## src/rtl/bfu_pair_feeder.sv

```systemverilog
// Radix-2 FFT stage front end: buffers the first SPAN samples of each frame and
// emits (x[k], x[k+SPAN]) pairs with a twiddle ROM address to the butterfly unit.
module bfu_pair_feeder #(
   parameter int unsigned SPAN      = 8,
   parameter int unsigned IDX_W     = 3,
   parameter int unsigned TW_W      = 4,
   parameter int unsigned TW_STRIDE = 1
) (
   input  logic            clk,
   input  logic            rst_n,
   input  logic            in_valid,
   input  logic            in_sync,
   input  logic [31:0]     in_data,
   output logic            out_valid,
   output logic [31:0]     out_a,
   output logic [31:0]     out_b,
   output logic [TW_W-1:0] tw_addr,
   output logic            out_first,
   output logic            sync_err
);

   localparam int unsigned     PROD_W   = IDX_W + TW_W;
   localparam logic [IDX_W-1:0] IDX_LAST = IDX_W'(SPAN - 1);

   typedef enum logic {
      FILL = 1'b0,
      PAIR = 1'b1
   } state_t;

   state_t           state;
   logic [IDX_W-1:0] idx;
   logic [31:0]      pair_buf [SPAN];

   logic             idx_last_c;
   logic [IDX_W-1:0] idx_inc_c;
   logic             wr_en_c;
   logic [IDX_W-1:0] wr_addr_c;
   logic [PROD_W-1:0] tw_prod_c;

   assign idx_last_c = (idx == IDX_LAST);
   assign idx_inc_c  = idx_last_c ? '0 : idx + IDX_W'(1);
   assign tw_prod_c  = PROD_W'(idx) * PROD_W'(TW_STRIDE);

   // A sync sample always lands in slot 0, whatever the current state.
   assign wr_en_c   = in_valid && (in_sync || (state == FILL));
   assign wr_addr_c = in_sync ? '0 : idx;

   // Sample buffer; contents need no reset.
   always_ff @(posedge clk) begin
      if (wr_en_c) begin
         pair_buf[wr_addr_c] <= in_data;
      end
   end

   // Frame sequencer with registered pair outputs.
   always_ff @(posedge clk or negedge rst_n) begin
      if (!rst_n) begin
         state     <= FILL;
         idx       <= '0;
         out_valid <= 1'b0;
         out_first <= 1'b0;
         sync_err  <= 1'b0;
         out_a     <= '0;
         out_b     <= '0;
         tw_addr   <= '0;
      end else begin
         out_valid <= 1'b0;
         sync_err  <= 1'b0;
         if (in_valid) begin
            if (in_sync) begin
               state    <= FILL;
               idx      <= IDX_W'(1);
               sync_err <= (state != FILL) || (idx != '0);
            end else begin
               unique case (state)
                  FILL: begin
                     idx <= idx_inc_c;
                     if (idx_last_c) begin
                        state <= PAIR;
                     end
                  end
                  PAIR: begin
                     out_a     <= pair_buf[idx];
                     out_b     <= in_data;
                     tw_addr   <= TW_W'(tw_prod_c);
                     out_valid <= 1'b1;
                     out_first <= (idx == '0);
                     idx       <= idx_inc_c;
                     if (idx_last_c) begin
                        state <= FILL;
                     end
                  end
                  default: begin
                     state <= FILL;
                     idx   <= '0;
                  end
               endcase
            end
         end
      end
   end

endmodule
```

## config.mk

```make
export PLATFORM = sky130hd
export DESIGN_NAME = bfu_pair_feeder
export DESIGN_NICKNAME = d
export VERILOG_FILES = /design/src/rtl/bfu_pair_feeder.sv
export SDC_FILE = /design/constraint.sdc
export NUM_CORES = 1
export LEC_CHECK = 0
export BUFFER_PORTS_ARGS = -buffer_cell sky130_fd_sc_hd__buf_2
export CELL_PAD_IN_SITES_DETAIL_PLACEMENT = 0
export CELL_PAD_IN_SITES_GLOBAL_PLACEMENT = 1
export CORE_AREA = 2 2 165 232
export DETAILED_ROUTE_END_ITERATION = 6
export DIE_AREA = 0 0 167 234
export GPL_TIMING_DRIVEN = 1
export PLACE_DENSITY_LB_ADDON = 0.1
export SLEW_MARGIN = 20
export SYNTH_ARGS = -nofsm -noshare
export SYNTH_HDL_FRONTEND = slang
export SYNTH_SLANG_ARGS = --single-unit
```

## constraint.sdc

```tcl
create_clock -name clk -period 3.7 [get_ports clk]
set_input_delay 0.185 -clock clk [delete_from_list [all_inputs] [get_ports clk]]
set_output_delay 0.185 -clock clk [all_outputs]
set_load 0.02 [all_outputs]
```

After elaboration in Yosys (flattened, before gate mapping)
Memories as Yosys holds them, arrays and structs flattened. A register that Yosys moved wholly into a read port is not among the register bits.
Index checks and enable logic that the tools add are counted.
Widths: inputs -> output; s select.

storage, ports and cells
  input bits = 36
  word-level logic and storage cells = 33
  output and inout bits = 71
  bits in writable memories = 256
  memories kept = 1
  flip-flop bits (word level) = 42

memories
  name      depth  width  rd ports  clocked after Yosys merged registers in  wr ports  RTL line  source
  pair_buf  8      32     1         1                                        1         32        logic [31:0] pair_buf [SPAN];

cells by class
  equal/unequal tests = 1
  multiplexer cells = 14
  bitwise operators = 2
  reduce and logical (&&, ||, !) cells = 7
  $add $sub $neg = 1

operators by type and width
  cell                 number
  $mux 1               10
  $mux 3               3
  $add 3x1->3 const B  1
  $eq 3x3->1 const B   1
  $logic_not 3->1      1
  $reduce_and 3->1     1
  $reduce_bool 3->1    1
  $logic_or 1x1->1     2
  $not 1->1            2
  $pmux 1 s2           1
  $logic_and 1x1->1    1
  $logic_not 1->1      1

Depth between registers and ports, before layout
  depth in word-level cells = 5
  mapped depth = 7
  mapped depth without buffers = 5

Worst setup path after synthesis
No wires, ideal clock.

  kind = register to register
  start point = reg idx[0]
  end point = mem pair_buf[4][0], enable pin
  buffers on the path = 3
  library setup time = 461 ps
  arrival time = 3076 ps
  path slack = 162 ps
  data required time = 3239 ps
  cell stages (with the launch flop) = 5
  period minus slack after synthesis = 3538 ps
  cell sequence = dfrtp_1 > buf_4 > buf_6 > buf_4 > nor3_1

between the ends
  cells in the longest elaborated chain, start to end = 1

ends and longest elaborated chain
  item                    RTL line  source
  start, declared         31        logic [IDX_W-1:0] idx;
  start signal, assigned  77        idx <= idx_inc_c;
  start signal, assigned  88        idx <= idx_inc_c;
  $mux 3                  46        assign wr_addr_c = in_sync ? '0 : idx;
  end, declared           32

No other way between the ends.

==> metrics.txt <==
# TYPE chip_impl_metric gauge
chip_impl_info{name="run_status",value="finished clean"} 1
chip_impl_metric{name="synth_seq_cells",unit=""} 330
chip_impl_metric{name="count_of_yosys_warnings_during_synthesis",unit=""} 0
chip_impl_metric{name="global_route.overflow_total",unit=""} 0
chip_impl_metric{name="wl_per_cell",unit="um"} 21.10
chip_impl_metric{name="die-height",unit="um"} 234
chip_impl_metric{name="synth_area",unit="mm2"} 0.01277
chip_impl_metric{name="antenna_found_initial",unit=""} 0
chip_impl_metric{name="design_power_total",unit="uW"} 10050
chip_impl_info{name="grt_busiest_layer",value="met2"} 1
chip_impl_metric{name="power_leakage",unit="uW"} 0.005870
chip_impl_metric{name="io_buffer_count",unit=""} 105
chip_impl_metric{name="grt_use_met1",unit="%"} 17.25
chip_impl_info{name="critPathTopFamily",value="flip-flops"} 1
chip_impl_metric{name="grt_usage",unit="%"} 14.82
chip_impl_metric{name="skew",unit="ns"} 0.01415
chip_impl_metric{name="max_slew.worst_pin.slew",unit="ns"} 1.027
chip_impl_info{name="rsz0062_at_grt",value="no"} 1
chip_impl_metric{name="cellInternalPower",unit="uW"} 7180
chip_impl_metric{name="fmax",unit="MHz"} 420.9
chip_impl_metric{name="num_antenna_cells",unit=""} 0
chip_impl_metric{name="syn-instance-count",unit=""} 711
chip_impl_metric{name="num_rows",unit=""} 84
chip_impl_metric{name="synth_fp_nets",unit=""} 750
chip_impl_metric{name="setup-tns-final",unit="ns"} 0
chip_impl_metric{name="sw_frac_of_total",unit="%"} 28.58
chip_impl_metric{name="final-setup-viol-count",unit=""} 0
chip_impl_info{name="holdCritPathClass",value="input pin to asynchronous set/reset pin"} 1
chip_impl_metric{name="total_clock_buffers_created_by_cts",unit=""} 35
chip_impl_metric{name="crit_path_max_incr_delay",unit="ns"} 0.80
chip_impl_metric{name="antenna_violating_nets_post_route",unit=""} 0
chip_impl_metric{name="final.min_clock_period",unit="ns"} 2.376
chip_impl_metric{name="clk_path_buf_depth",unit=""} 3
chip_impl_metric{name="synth.avg_cell_area",unit="um2"} 17.96
chip_impl_metric{name="setup_slack",unit="ns"} 1.324
chip_impl_metric{name="grt_max_degree",unit=""} 100
chip_impl_metric{name="synth-edff-count",unit=""} 256
chip_impl_metric{name="dpl_worst_slack",unit="ns"} 1.330
chip_impl_metric{name="hold_viol",unit=""} 0
chip_impl_metric{name="clock_latency",unit="ns"} 0.51
chip_impl_metric{name="vias_per_cell",unit=""} 4.912
chip_impl_metric{name="ys_async_sr_fraction",unit="%"} 22.42
chip_impl_info{name="cp_slowest_cell",value="dfrtp_4"} 1
chip_impl_metric{name="drive_above_1_share",unit="%"} 33.90
chip_impl_metric{name="worst_hold_slack",unit="ns"} 0.2979
chip_impl_metric{name="gpl.final_weighted_congestion",unit=""} 0.6955
chip_impl_metric{name="floorplan.initialDensity",unit="%"} 34.42
chip_impl_metric{name="area_delta_synth_final",unit="%"} 19.54
chip_impl_metric{name="grtUsageMet2",unit="%"} 27.79
chip_impl_metric{name="nets",unit=""} 898
chip_impl_metric{name="cap_viol_max_count",unit=""} 0
chip_impl_metric{name="die-width",unit="um"} 167
chip_impl_metric{name="critical_path.max_fanout",unit=""} 99
chip_impl_metric{name="final-instance-count-excl-fill",unit=""} 1358
chip_impl_metric{name="power.share.sequential",unit="%"} 47.0
chip_impl_metric{name="count_of_distinct_cell_types_in_the_synthesized_netlist",unit=""} 31
chip_impl_metric{name="first_pass_grt_wire_length",unit="um"} 43780
chip_impl_metric{name="critical_path_buf_inv_count",unit=""} 1
chip_impl_info{name="cell_chain_critical_path",value="buf_12, mux2_2, o22ai_1, o31ai_2"} 1
chip_impl_metric{name="worst_slew_margin_rel",unit="%"} 31.26
chip_impl_metric{name="use_met3",unit="%"} 2.785
chip_impl_metric{name="hpwl",unit="um"} 15950
chip_impl_metric{name="power.share.combinational",unit="%"} 20.1
chip_impl_metric{name="irDropWorstVdd",unit="V"} 0.0003717
chip_impl_metric{name="required",unit="ns"} 4.07
chip_impl_info{name="root_buffer",value="clkbuf_16"} 1
chip_impl_info{name="tritoncts",value="built"} 1
chip_impl_metric{name="n_fill_cell",unit=""} 3393
chip_impl_info{name="startpoint_class",value="flop"} 1
chip_impl_metric{name="drt_iter0_markers",unit=""} 319
chip_impl_metric{name="numPlacedInstances",unit=""} 1260
chip_impl_metric{name="power.density_cell_area",unit="mW/mm2"} 658.5
chip_impl_info{name="cp-end-kind",value="flop"} 1
chip_impl_metric{name="clock_tree.htree_level_count",unit=""} 2
chip_impl_metric{name="first_global_vias",unit=""} 7281
chip_impl_info{name="final_common_cell",value="edfxtp_1"} 1
chip_impl_metric{name="yosysSeqAreaShare",unit="%"} 74.69
chip_impl_metric{name="postRouteWirelength",unit="um"} 28660
chip_impl_metric{name="via_count_of_the_routed_design",unit=""} 6671
chip_impl_metric{name="cts.sink_count",unit=""} 330
chip_impl_info{name="final_cell_mix",value="256 x edfxtp_1, 104 x buf_2, 94 x mux2_2"} 1
chip_impl_info{name="synth-main-ff-cell",value="edfxtp_1"} 1
chip_impl_metric{name="die-area",unit="mm2"} 0.03908
chip_impl_info{name="crit_type",value="flop to flop"} 1
chip_impl_metric{name="io-pin-count",unit=""} 107
chip_impl_metric{name="worst-endpoint-arrival",unit="ns"} 2.74
chip_impl_metric{name="slew_viol_final",unit=""} 0
chip_impl_metric{name="clkTransAtPathRegs",unit="ns"} 0.06
chip_impl_metric{name="first_pass_iters",unit=""} 4
chip_impl_metric{name="p_clk_share",unit="%"} 32.9
chip_impl_metric{name="p_sw",unit="uW"} 2873
chip_impl_metric{name="timing.final.crit_share",unit="%"} 64.21
chip_impl_metric{name="drc",unit=""} 0
chip_impl_metric{name="core",unit="mm2"} 0.03710
area by class of cell:
type                       count  area, um2  share of cell area [%]
clock buffer                  45      975.9                   6.393
clock inverter                18      111.4                  0.7294
inverter                       5      18.77                  0.1229
multi-input combinational    334       3024                   19.81
sequential                   330       9543                   62.51
tap                          473      591.8                   3.877
timing repair buffer         153       1001                   6.557
worst paths after layout:
check                          from  endpoint  slack, ns  depth (start not counted)
max                          idx[0]  out_a[1]       1.32                          4
min                           rst_n    idx[0]       0.30                          2
max reg2reg                  idx[0]  out_a[1]       1.32                          4
min reg2reg                out_a[9]  out_a[9]       0.48                          2
max in group asynchronous     rst_n  out_b[3]       2.50                          3
min in group clk           out_a[9]  out_a[9]       0.48                          2
cell families (layout without fill, tap and decap cells):
group           count (synthesis)  after routing  share of synthesized area, %
fa+ha+maj                       3              3                        0.2939
simple gates                   63             63                         2.244
flops                         330            330                         74.69
other cells                     1              1                       0.02936
compound gates                107            107                         7.074
buf+inv                        47            221                         2.185
mux                           160            160                         13.48
power by group through the flow:
stage          Clock (uW)  Sequential, uW  Combinational (uW)
5_1_grt              3570            4790                2200
3_3_place_gp            0            4780                2020
4_1_cts              3420            4730                2070
2_1_floorplan           0            5180                 891
6_report             3310            4720                2020
3_5_place_dp            0            4810                2040
layer usage:
layer | wire length [um] | vias to the layer above
met1 | 11710 | 3440
met3 | 1031 | 43
li1 | - | 3070
met5 | 0 | -
met2 | 15360 | 118
met4 | 555 | 0
through the flow:
| step | instance area, um2 | utilization, % |
|---|---|---|
| after floorplan | 12770 | - |
| after global placement | 13830 | 37.27 |
| after detailed placement | 13830 | 37.27 |
| after CTS | 15270 | 41.15 |
| after global routing | 15270 | 41.15 |
| final | 15270 | 41.15 |
synth_stat cells (all sizes together), types with 2 or more instances:
library cell / count / area, um2
o21ai: 6 / 30.03
edfxtp: 256 / 7687
mux2: 96 / 1081
o31ai: 32 / 360.4
inv: 5 / 18.77
nor2b: 3 / 18.77
o22ai: 33 / 206.5
buf: 30 / 215.2
nand2b: 2 / 12.51
dfrtp: 74 / 1852
clkbuf: 12 / 45.04
o21a: 2 / 15.01
nand2: 43 / 161.4
nor2: 8 / 30.03
a22o: 32 / 280.3
ha: 3 / 37.54
nand3b: 3 / 35.03
nand4b: 2 / 17.52
mux2i: 64 / 640.6
registers in the layout (all words and copies together), names as in the netlist:
register,flops
out_b,32
tw_addr,3
sync_err,1
idx,3
pair_buf,256
out_a,32
out_first,1
out_valid,1
state,1
repair_timing:
| item | in CTS | in global routing |
|---|---|---|
| resized for setup | 0 | 0 |
| hold buffers | 35 | 0 |
| endpoints found under the hold margin | 304 | 0 |
| setup buffers | 0 | 0 |
Note: power is estimated with default switching activity, not from simulation.
